===== config.mk =====
export PLATFORM = sky130hd
export DESIGN_NAME = mem_write_tracer
export DESIGN_NICKNAME = d
export VERILOG_FILES = /design/src/rtl/mem_write_tracer.sv
export SDC_FILE = /design/constraint.sdc
export NUM_CORES = 1
export LEC_CHECK = 0
export BUFFER_PORTS_ARGS = -buffer_cell sky130_fd_sc_hd__buf_2
export CAP_MARGIN = 20
export CORE_AREA = 2 2 340 342
export CTS_CLUSTER_SIZE = 10
export DETAILED_ROUTE_END_ITERATION = 10
export DIE_AREA = 0 0 342 344
export MAX_ROUTING_LAYER = met4
export PLACE_DENSITY = 0.75
export SLEW_MARGIN = 15
export SYNTH_ARGS = -nofsm -noshare
export SYNTH_HDL_FRONTEND = slang
export SYNTH_SLANG_ARGS = --single-unit

===== constraint.sdc =====
create_clock -name clk -period 5.2 [get_ports clk]
set_clock_uncertainty 0.2 [all_clocks]
set_input_delay 0.78 -clock clk [delete_from_list [all_inputs] [get_ports clk]]
set_output_delay 0.78 -clock clk [all_outputs]
set_load 0.01 [all_outputs]

===== src/rtl/mem_write_tracer.sv =====
// -----------------------------------------------------------------------------
// mem_write_tracer
//   Snoops data-memory writes and, once armed and triggered, records each
//   (address, data, cycle stamp) into a first-word-fall-through FIFO that a
//   consumer drains over a valid/ready port. Tracks accepted and dropped
//   writes and ends capture on stop, on a programmable entry limit, or on a
//   re-arm.
//
// Ports
//   clk        rising-edge clock
//   reset      synchronous active-low reset
//   arm        pulse: flush FIFO, clear counters, go to ARMED
//   stop       pulse: end capture (ARMED/CAPTURE -> DONE)
//   trig_any   1 = any write triggers, 0 = only writes to trig_addr
//   trig_addr  trigger address
//   mem_we     snooped write strobe
//   mem_addr   snooped write address
//   mem_wdata  snooped write data
//   rd_ready   consumer ready
//   rd_valid   FIFO head valid
//   rd_addr    head entry address (0 when empty)
//   rd_data    head entry data (0 when empty)
//   rd_stamp   head entry timestamp (0 when empty)
//   state      IDLE=0, ARMED=1, CAPTURE=2, DONE=3
//   count      entries accepted since last arm, saturating
//   dropped    eligible writes lost to a full FIFO, saturating
//   overflow   sticky: at least one drop since last arm
// -----------------------------------------------------------------------------
module mem_write_tracer #(
    parameter int ADDR_WIDTH    = 32,
    parameter int DATA_WIDTH    = 32,
    parameter int DEPTH         = 16,
    parameter int STAMP_WIDTH   = 32,
    parameter int CAPTURE_LIMIT = 0,
    parameter int CNT_WIDTH     = 16
) (
    input  logic                   clk,
    input  logic                   reset,
    input  logic                   arm,
    input  logic                   stop,
    input  logic                   trig_any,
    input  logic [ADDR_WIDTH-1:0]  trig_addr,
    input  logic                   mem_we,
    input  logic [ADDR_WIDTH-1:0]  mem_addr,
    input  logic [DATA_WIDTH-1:0]  mem_wdata,
    input  logic                   rd_ready,
    output logic                   rd_valid,
    output logic [ADDR_WIDTH-1:0]  rd_addr,
    output logic [DATA_WIDTH-1:0]  rd_data,
    output logic [STAMP_WIDTH-1:0] rd_stamp,
    output logic [1:0]             state,
    output logic [CNT_WIDTH-1:0]   count,
    output logic [CNT_WIDTH-1:0]   dropped,
    output logic                   overflow
);

    localparam int PTR_W = $clog2(DEPTH);

    typedef enum logic [1:0] {
        S_IDLE    = 2'd0,
        S_ARMED   = 2'd1,
        S_CAPTURE = 2'd2,
        S_DONE    = 2'd3
    } state_e;

    state_e                 state_q, state_d;
    logic [STAMP_WIDTH-1:0] stamp_q;
    // Pointers carry one extra bit so full and empty are distinguishable.
    logic [PTR_W:0]         wr_ptr_q, wr_ptr_d, rd_ptr_q, rd_ptr_d;
    logic [CNT_WIDTH-1:0]   count_q, count_d, dropped_q, dropped_d;
    logic                   overflow_q, overflow_d;

    logic [ADDR_WIDTH-1:0]  addr_mem_q  [DEPTH];
    logic [DATA_WIDTH-1:0]  data_mem_q  [DEPTH];
    logic [STAMP_WIDTH-1:0] stamp_mem_q [DEPTH];

    logic empty, full, pop, push, eligible, limit_hit;

    assign empty = (wr_ptr_q == rd_ptr_q);
    assign full  = (wr_ptr_q[PTR_W] != rd_ptr_q[PTR_W]) &&
                   (wr_ptr_q[PTR_W-1:0] == rd_ptr_q[PTR_W-1:0]);
    assign pop   = !empty && rd_ready;
    // A full FIFO still takes a write when the head leaves in the same cycle.
    assign push  = eligible && (!full || pop);
    // The accepting write that brings count up to the limit ends capture.
    assign limit_hit = push && (CAPTURE_LIMIT != 0) &&
                       ((int'(count_q) + 1) == CAPTURE_LIMIT);

    // ---------------- FSM: state register ----------------
    always_ff @(posedge clk) begin
        // NOTE: sequential state uses non-blocking assignments so every
        // register samples the pre-edge values of its peers.
        if (!reset) state_q <= S_IDLE;
        else        state_q <= state_d;
    end

    // ---------------- FSM: next state ----------------
    always_comb begin
        // NOTE: default first so no path leaves state_d unassigned (no latch).
        state_d = state_q;
        if (arm) begin
            state_d = S_ARMED;
        end else begin
            case (state_q)
                S_ARMED: begin
                    if (stop)          state_d = S_DONE;
                    else if (eligible) state_d = limit_hit ? S_DONE : S_CAPTURE;
                end
                S_CAPTURE: begin
                    if (stop || limit_hit) state_d = S_DONE;
                end
                default: ;
            endcase
        end
    end

    // ---------------- FSM: outputs (write eligibility) ----------------
    always_comb begin
        eligible = 1'b0;
        if (mem_we && !arm && !stop) begin
            case (state_q)
                S_ARMED:   eligible = trig_any || (mem_addr == trig_addr);
                S_CAPTURE: eligible = 1'b1;
                default:   eligible = 1'b0;
            endcase
        end
    end

    // ---------------- FIFO pointers and counters ----------------
    always_comb begin
        wr_ptr_d   = wr_ptr_q;
        rd_ptr_d   = rd_ptr_q;
        count_d    = count_q;
        dropped_d  = dropped_q;
        overflow_d = overflow_q;
        if (arm) begin
            wr_ptr_d   = '0;
            rd_ptr_d   = '0;
            count_d    = '0;
            dropped_d  = '0;
            overflow_d = 1'b0;
        end else begin
            if (push) begin
                wr_ptr_d = wr_ptr_q + 1'b1;
                if (count_q != '1) count_d = count_q + 1'b1;
            end else if (eligible) begin
                if (dropped_q != '1) dropped_d = dropped_q + 1'b1;
                overflow_d = 1'b1;
            end
            if (pop) rd_ptr_d = rd_ptr_q + 1'b1;
        end
    end

    always_ff @(posedge clk) begin
        if (!reset) begin
            stamp_q    <= '0;
            wr_ptr_q   <= '0;
            rd_ptr_q   <= '0;
            count_q    <= '0;
            dropped_q  <= '0;
            overflow_q <= 1'b0;
        end else begin
            stamp_q    <= stamp_q + 1'b1;
            wr_ptr_q   <= wr_ptr_d;
            rd_ptr_q   <= rd_ptr_d;
            count_q    <= count_d;
            dropped_q  <= dropped_d;
            overflow_q <= overflow_d;
        end
    end

    // NOTE: storage has no reset; pointers alone define which entries are
    // live, and the read port is gated to zero while the FIFO is empty.
    always_ff @(posedge clk) begin
        if (push) begin
            addr_mem_q[wr_ptr_q[PTR_W-1:0]]  <= mem_addr;
            data_mem_q[wr_ptr_q[PTR_W-1:0]]  <= mem_wdata;
            stamp_mem_q[wr_ptr_q[PTR_W-1:0]] <= stamp_q;
        end
    end

    // ---------------- Outputs ----------------
    assign rd_valid = !empty;
    assign rd_addr  = rd_valid ? addr_mem_q[rd_ptr_q[PTR_W-1:0]]  : '0;
    assign rd_data  = rd_valid ? data_mem_q[rd_ptr_q[PTR_W-1:0]]  : '0;
    assign rd_stamp = rd_valid ? stamp_mem_q[rd_ptr_q[PTR_W-1:0]] : '0;
    assign state    = state_q;
    assign count    = count_q;
    assign dropped  = dropped_q;
    assign overflow = overflow_q;

endmodule


==> results_dict.tcl, run 1 <==
set metrics [dict create \
    clkLatencyLatePin_ns 0.77 \
    start_util_pct 54.7 \
    drv_cap 0 \
    internal_power_uw 20700 \
    grt_setup_unrepaired "false" \
    yosysTopAreaCellShare_pct 74.0 \
    seq_area_frac_synth_pct 76.6 \
    clock_power_share_pct 43.9 \
    die_x_um 342 \
    route.vias.total 30100 \
    area_delta_synth_final_pct 14.3 \
    clock_path_buffers 3 \
    fp.dieArea_mm2 0.118 \
    io_pins 235 \
    syn_area_per_cell_um2 22.8 \
    viasPerCell 6.41 \
    drt_first_iter_violations 3987 \
    synth_area_mm2 0.0623 \
    tritoncts "built" \
    p_sw_share_pct 19.6 \
    overflow 0 \
    grtUsageMet1_pct 36.0 \
    p_comb_share_pct 1.1 \
    setup_tns_ns 0 \
    antenna_found_initial 9 \
    slew_violations 0 \
    syn_inst 2728 \
    fill_cells 7331 \
    seq_power_share_pct 55.0 \
    routed_wl_um 147000 \
    drc 0 \
    gp_congestion 0.820 \
    synth_cell_types 43 \
    layout_worst_path_cycle_share_pct 88.9 \
    dp_hpwl_um 78500 \
    met3_usage_pct 4.33 \
    required_ns 4.22 \
    cts.sinks 1617 \
    ys_ff_latch 1617 \
    ant_nets 0 \
    leakagePower_uw 0.0223 \
    dr.pass1.iters 5 \
    status "completed" \
    wire_per_inst_um 31.2 \
    postPlaceCellArea_mm2 0.0661 \
    track_usage_pct 26.2 \
    numCtsBuffers 181 \
    rows 124 \
    dp.cells 4419 \
    p_switching_uw 5060 \
    clk_transition_reported_paths_ns 0.05 \
    cts-root-buf "clkbuf_16" \
    ir_worst_vdd_mv 0.340 \
    synthTopCellsByArea "edfxtp_1 (74%), mux4_2 (17%), dfxtp_1 (2.6%)" \
    critPathKind "reg -> out" \
    crit_arrival_ns 3.64 \
    grt_pass1_wl_um 216000 \
    hold_viol 0 \
    cts_setup_buffers 0 \
    crit_fanout 60 \
    power_density_mw_per_mm2 362 \
    grt_start_max_net_pins 93 \
    slew_headroom_pct 38.4 \
    synthesis.nets 2841 \
    yosys_warnings 0 \
    drive_gt1_share_pct 32.3 \
    grt_pass1_vias 31700 \
    hold_path.class "in -> reg" \
    tightestPinTransition_ns 0.922 \
    die_y_um 344 \
    top_usage_layer "met2" \
    setup_viol 0 \
    cp-end-kind "primary output" \
    htree_num_levels 4 \
    final_cells 4696 \
    fin_crit_ns 4.62 \
    finalPower_uw 25800 \
    holdWs_ns 0.129 \
    post_cts_resized 0 \
    io_buffers 234 \
    fmax_mhz 216 \
    use_met2_pct 41.9 \
    fin_area_mm2 0.0713 \
    fin_nets 3204 \
    hold_buffers 0 \
    start_kind "register" \
    core_area_mm2 0.114 \
    yosys.area.top_type "edfxtp_1" \
]
-- worst max-delay path, stage by stage, from the launching register on --
cell and delay [ns]:
dfxtp_4 0.85, buf_12 0.49, mux4_2 0.61, mux4_2 0.47
nor2b_1 0.21, buf_2 0.19
-- per-layer routing --
metal / up-vias / wire length, µm / share of wire, %
met5: - / 0 / 0
met4: 0 / 2730 / 1.9
met1: 15900 / 56400 / 38
li1: 12200 / - / -
met2: 1744 / 74300 / 51
met3: 195 / 13100 / 8.9
-- final cells by class --
class | count | area [µm²] | area share (%)
clock inverter | 16 | 265 | 0.372
sequential | 1617 | 47800 | 67.0
antenna | 6 | 15.0 | 0.0211
multi-input combinational | 964 | 14000 | 19.7
tap | 1512 | 1890 | 2.65
clock buffer | 254 | 4860 | 6.81
inverter | 8 | 30.0 | 0.0421
timing repair buffer | 319 | 2410 | 3.38
-- cells in the final DEF, fill, tap and decap left out, types with 13 or more instances in the layout --
cell type	Yosys	final
nand4_1	16	16
buf_12	0	48
xor2_1	46	46
buf_4	0	36
edfxtp_1	1536	1536
xnor2_1	29	29
nor2_1	31	31
clkbuf_1	91	70
nand2_1	33	33
nor2b_1	103	103
nand3_1	30	30
buf_2	40	235
dfxtp_1	81	77
clkbuf_16	0	183
a21oi_1	22	22
and2_1	37	34
and3_4	0	13
mux4_2	480	480
o31ai_1	13	13
-- cell families (layout without fill, tap and decap cells) --
kind of cell               Yosys count  in the layout  synth area share, %
DFF                               1617           1617                 76.6
adders and majority gates           10             10                0.201
muxes                              483            483                 17.4
and+or+nand+nor                    333            333                 3.10
buffers and inverters              147            597                0.990
AOI/OAI and AO/OA                   62             62                0.636
xor gates and xnor gates            76             76                 1.08
other                                0              6                    0
-- through the flow --
step / utilization [%] / setup slack [ns]
detailed placement: 58.1 / 0.822
floorplan: - / 0.173
finish: 62.6 / 0.576
CTS: 62.6 / 0.459
global route: 62.6 / 0.385
global placement: 58.1 / 0.950
-- path summary, 6_finish.rpt --
path | slack (ns) | end | startpoint | depth (start not counted)
hold reg to reg | 0.26 | overflow$_SDFFE_PP0P_ | overflow$_SDFFE_PP0P_ | 1
setup reg to reg | 1.43 | data_mem_q[5][25]$_DFFE_PP_ | state[0]$_SDFFE_PN0P_ | 8
setup / recovery | 0.58 | rd_addr[14] | register | 5
hold / removal | 0.13 | state[0]$_SDFFE_PN0P_ | stop | 3
-- synthesized netlist by cell type (all sizes together) --
cell       n
or3       11
a31oi      1
o21a       2
o21bai     1
a21boi     1
nand2     34
and2b      1
o21ai     12
ha        10
nor2b    103
and3      25
o211ai     6
clkbuf    91
nand4     16
edfxtp  1536
nor4      12
nand2b     6
a41o       1
nor2      31
buf       48
and4b      1
dfxtp     81
mux2i      3
nand3     30
a21oi     22
nor4b      1
inv        8
mux4     480
and2      37
and4       7
xor2      46
nor3       7
or4       11
xnor2     30
o31ai     13
a31o       3
-- power by group through the flow --
stage	logic, µW	registers [µW]	clock network [µW]
2_1_floorplan	57.2	14500	0
3_3_place_gp	254	14500	0
3_5_place_dp	270	14500	0
4_1_cts	273	14200	11500
5_1_grt	297	14200	12000
6_report	275	14200	11300
-- registers in the layout, indices dropped and copies added (netlist names), named ones only --
register     flops
addr_mem_q     512
data_mem_q     512
stamp_mem_q    512
stamp_q         32
count           16
dropped         16
rd_ptr_q         5
wr_ptr_q         5
state            2
overflow         1
(Power assumes the default switching activity.)
==> inputs of run 2 (changes only) <==
- CORE_AREA: 2 2 340 342 -> 2 2 360 362
- DIE_AREA: 0 0 342 344 -> 0 0 362 364
- MAX_ROUTING_LAYER: met4 -> not set
- PLACE_DENSITY: 0.75 -> 0.68
==> run 2 against run 1 <==
Effect of this change: setup slack lost 0.0088 ns; maximum frequency down 0.19%; cell count rose by 3.7%; utilization shrank 6.7 points; clock power about the same; critical path type unchanged; global-route usage fell by 4.5 points; sequential power about the same; hold slack lost 0.048 ns.
==> results_dict.tcl, run 2 (synthesis results as in run 1) <==
set metrics [dict create \
    ir_worst_vdd_mv 0.317 \
    crit_fanout 26 \
    drive_gt1_share_pct 32.4 \
    clock_power_share_pct 43.9 \
    post_cts_resized 0 \
    hold_buffers 0 \
    dr.pass1.iters 5 \
    seq_power_share_pct 55.1 \
    wire_per_inst_um 29.1 \
    grt_pass1_wl_um 208000 \
    tritoncts "built" \
    cts.sinks 1617 \
    power_density_mw_per_mm2 359 \
    rows 132 \
    grt_setup_unrepaired "false" \
    cp-end-kind "primary output" \
    gp_congestion 0.786 \
    core_area_mm2 0.128 \
    worst-r2r-cell-count 8 \
    cts-root-buf "clkbuf_16" \
    worstReg2RegStart "state[0]$_SDFFE_PN0P_" \
    drt_first_iter_violations 3281 \
    p_sw_share_pct 19.4 \
    fin_util_pct 55.9 \
    fmax_mhz 216 \
    layout_worst_path_cycle_share_pct 89.1 \
    overflow 0 \
    die_x_um 362 \
    viasPerCell 6.05 \
    ant_nets 0 \
    hold_path.class "in -> reg" \
    hold_end "state[0]$_SDFFE_PN0P_" \
    slew_violations 0 \
    antenna_found_initial 13 \
    routed_wl_um 142000 \
    layout_commonest_cell "edfxtp_1" \
    min_from "stop" \
    worstHoldPathCells 3 \
    start_kind "register" \
    fin_area_mm2 0.0717 \
    hold_viol 0 \
    crit_arrival_ns 3.65 \
    cts_setup_buffers 0 \
    io_pins 235 \
    slew_headroom_pct 33.1 \
    track_usage_pct 21.7 \
    fp.dieArea_mm2 0.132 \
    grt_pass1_vias 31000 \
    p_comb_share_pct 1.0 \
    internal_power_uw 20800 \
    start_util_pct 48.6 \
    postPlaceCellArea_mm2 0.0666 \
    clkLatencyLatePin_ns 0.79 \
    mostFrequentLayoutCells "edfxtp_1 (1536), mux4_2 (480), buf_2 (234)" \
    grt_start_max_net_pins 76 \
    route.vias.total 29500 \
    io_buffers 234 \
    r2r-end "data_mem_q[14][18]$_DFFE_PP_" \
    drc 0 \
    fin_nets 3208 \
    area_delta_synth_final_pct 15.1 \
    tightestPinTransition_ns 1.00 \
    htree_num_levels 4 \
    r2r_slack_ns 1.22 \
    clock_path_buffers 3 \
    fin_crit_ns 4.63 \
    setup_tns_ns 0 \
    required_ns 4.22 \
    numCtsBuffers 182 \
    status "completed" \
    critPathKind "reg -> out" \
    dp_hpwl_um 81500 \
    drv_cap 0 \
    p_switching_uw 5000 \
    die_y_um 364 \
    setup_viol 0 \
    leakagePower_uw 0.0224 \
    clk_transition_reported_paths_ns 0.06 \
]
[run 2: changes by cell type in the layout (fill, tap and decap cells not counted), sizes merged]
cell / before / now
diode: 6 / 3
clkinv: 7 / 8
buf: 319 / 322
bufinv: 1 / 0
clkbuf: 254 / 264
clkinvlp: 0 / 1
[run 2: critical path, cell delays in order (launching register included)]
cell and delay, ns:
dfxtp_4 0.77, buf_12 0.33, buf_4 0.35, mux4_2 0.57, mux4_2 0.51, nor2b_1 0.15
buf_2 0.15
[run 2: worst max-delay path by stage]
| stage | endpoint | cells past startpoint |
|---|---|---|
| 2_1_floorplan | addr_mem_q[1][0]$_DFFE_PP_ | 7 |
| 3_3_place_gp | stamp_mem_q[0][10]$_DFFE_PP_ | 8 |
| 3_5_place_dp | data_mem_q[1][14]$_DFFE_PP_ | 8 |
| 4_1_cts | rd_addr[6] | 6 |
| 5_1_grt | rd_addr[6] | 6 |
| 6_report | rd_addr[6] | 6 |
[run 2: layout make-up]
type | count | area (µm²)
Antenna cell | 3 | 7.51
Clock buffer | 264 | 4930
Clock inverter | 17 | 224
Fill cell | 9267 | 56600
Inverter | 8 | 30.0
Multi-Input combinational cell | 964 | 14000
Sequential cell | 1617 | 47800
Tap cell | 1675 | 2100
Timing Repair Buffer | 322 | 2630
[run 2: metrics by stage]
step,cells,hold WS [ns],setup WS (ns),total power (µW)
final,4870,0.0807,0.567,25800
after global routing,4868,0.0770,0.381,26500
after CTS,4867,0.0263,0.446,26000
after detailed placement,4586,0.282,0.676,14700
after global placement,4586,0.276,0.648,14700
after floorplan,2728,0.256,0.173,14500
[run 2: layer usage]
layer / track usage, % / wire, µm / vias up / part of all wire [%]
li1: - / - / 12200 / -
met1: 29.7 / 56200 / 15700 / 40
met4: 6.04 / 2870 / 10 / 2.0
met3: 4.54 / 11100 / 212 / 7.9
met2: 35.8 / 71300 / 1277 / 50
met5: 0 / 65 / - / 0.046
[run 2: power by group through the flow]
stage / clock (µW) / sequential [µW] / combinational, µW
detailed placement: 0 / 14500 / 261
global placement: 0 / 14500 / 245
floorplan: 0 / 14500 / 57.2
global route: 12000 / 14200 / 282
finish: 11300 / 14200 / 259
CTS: 11500 / 14200 / 261
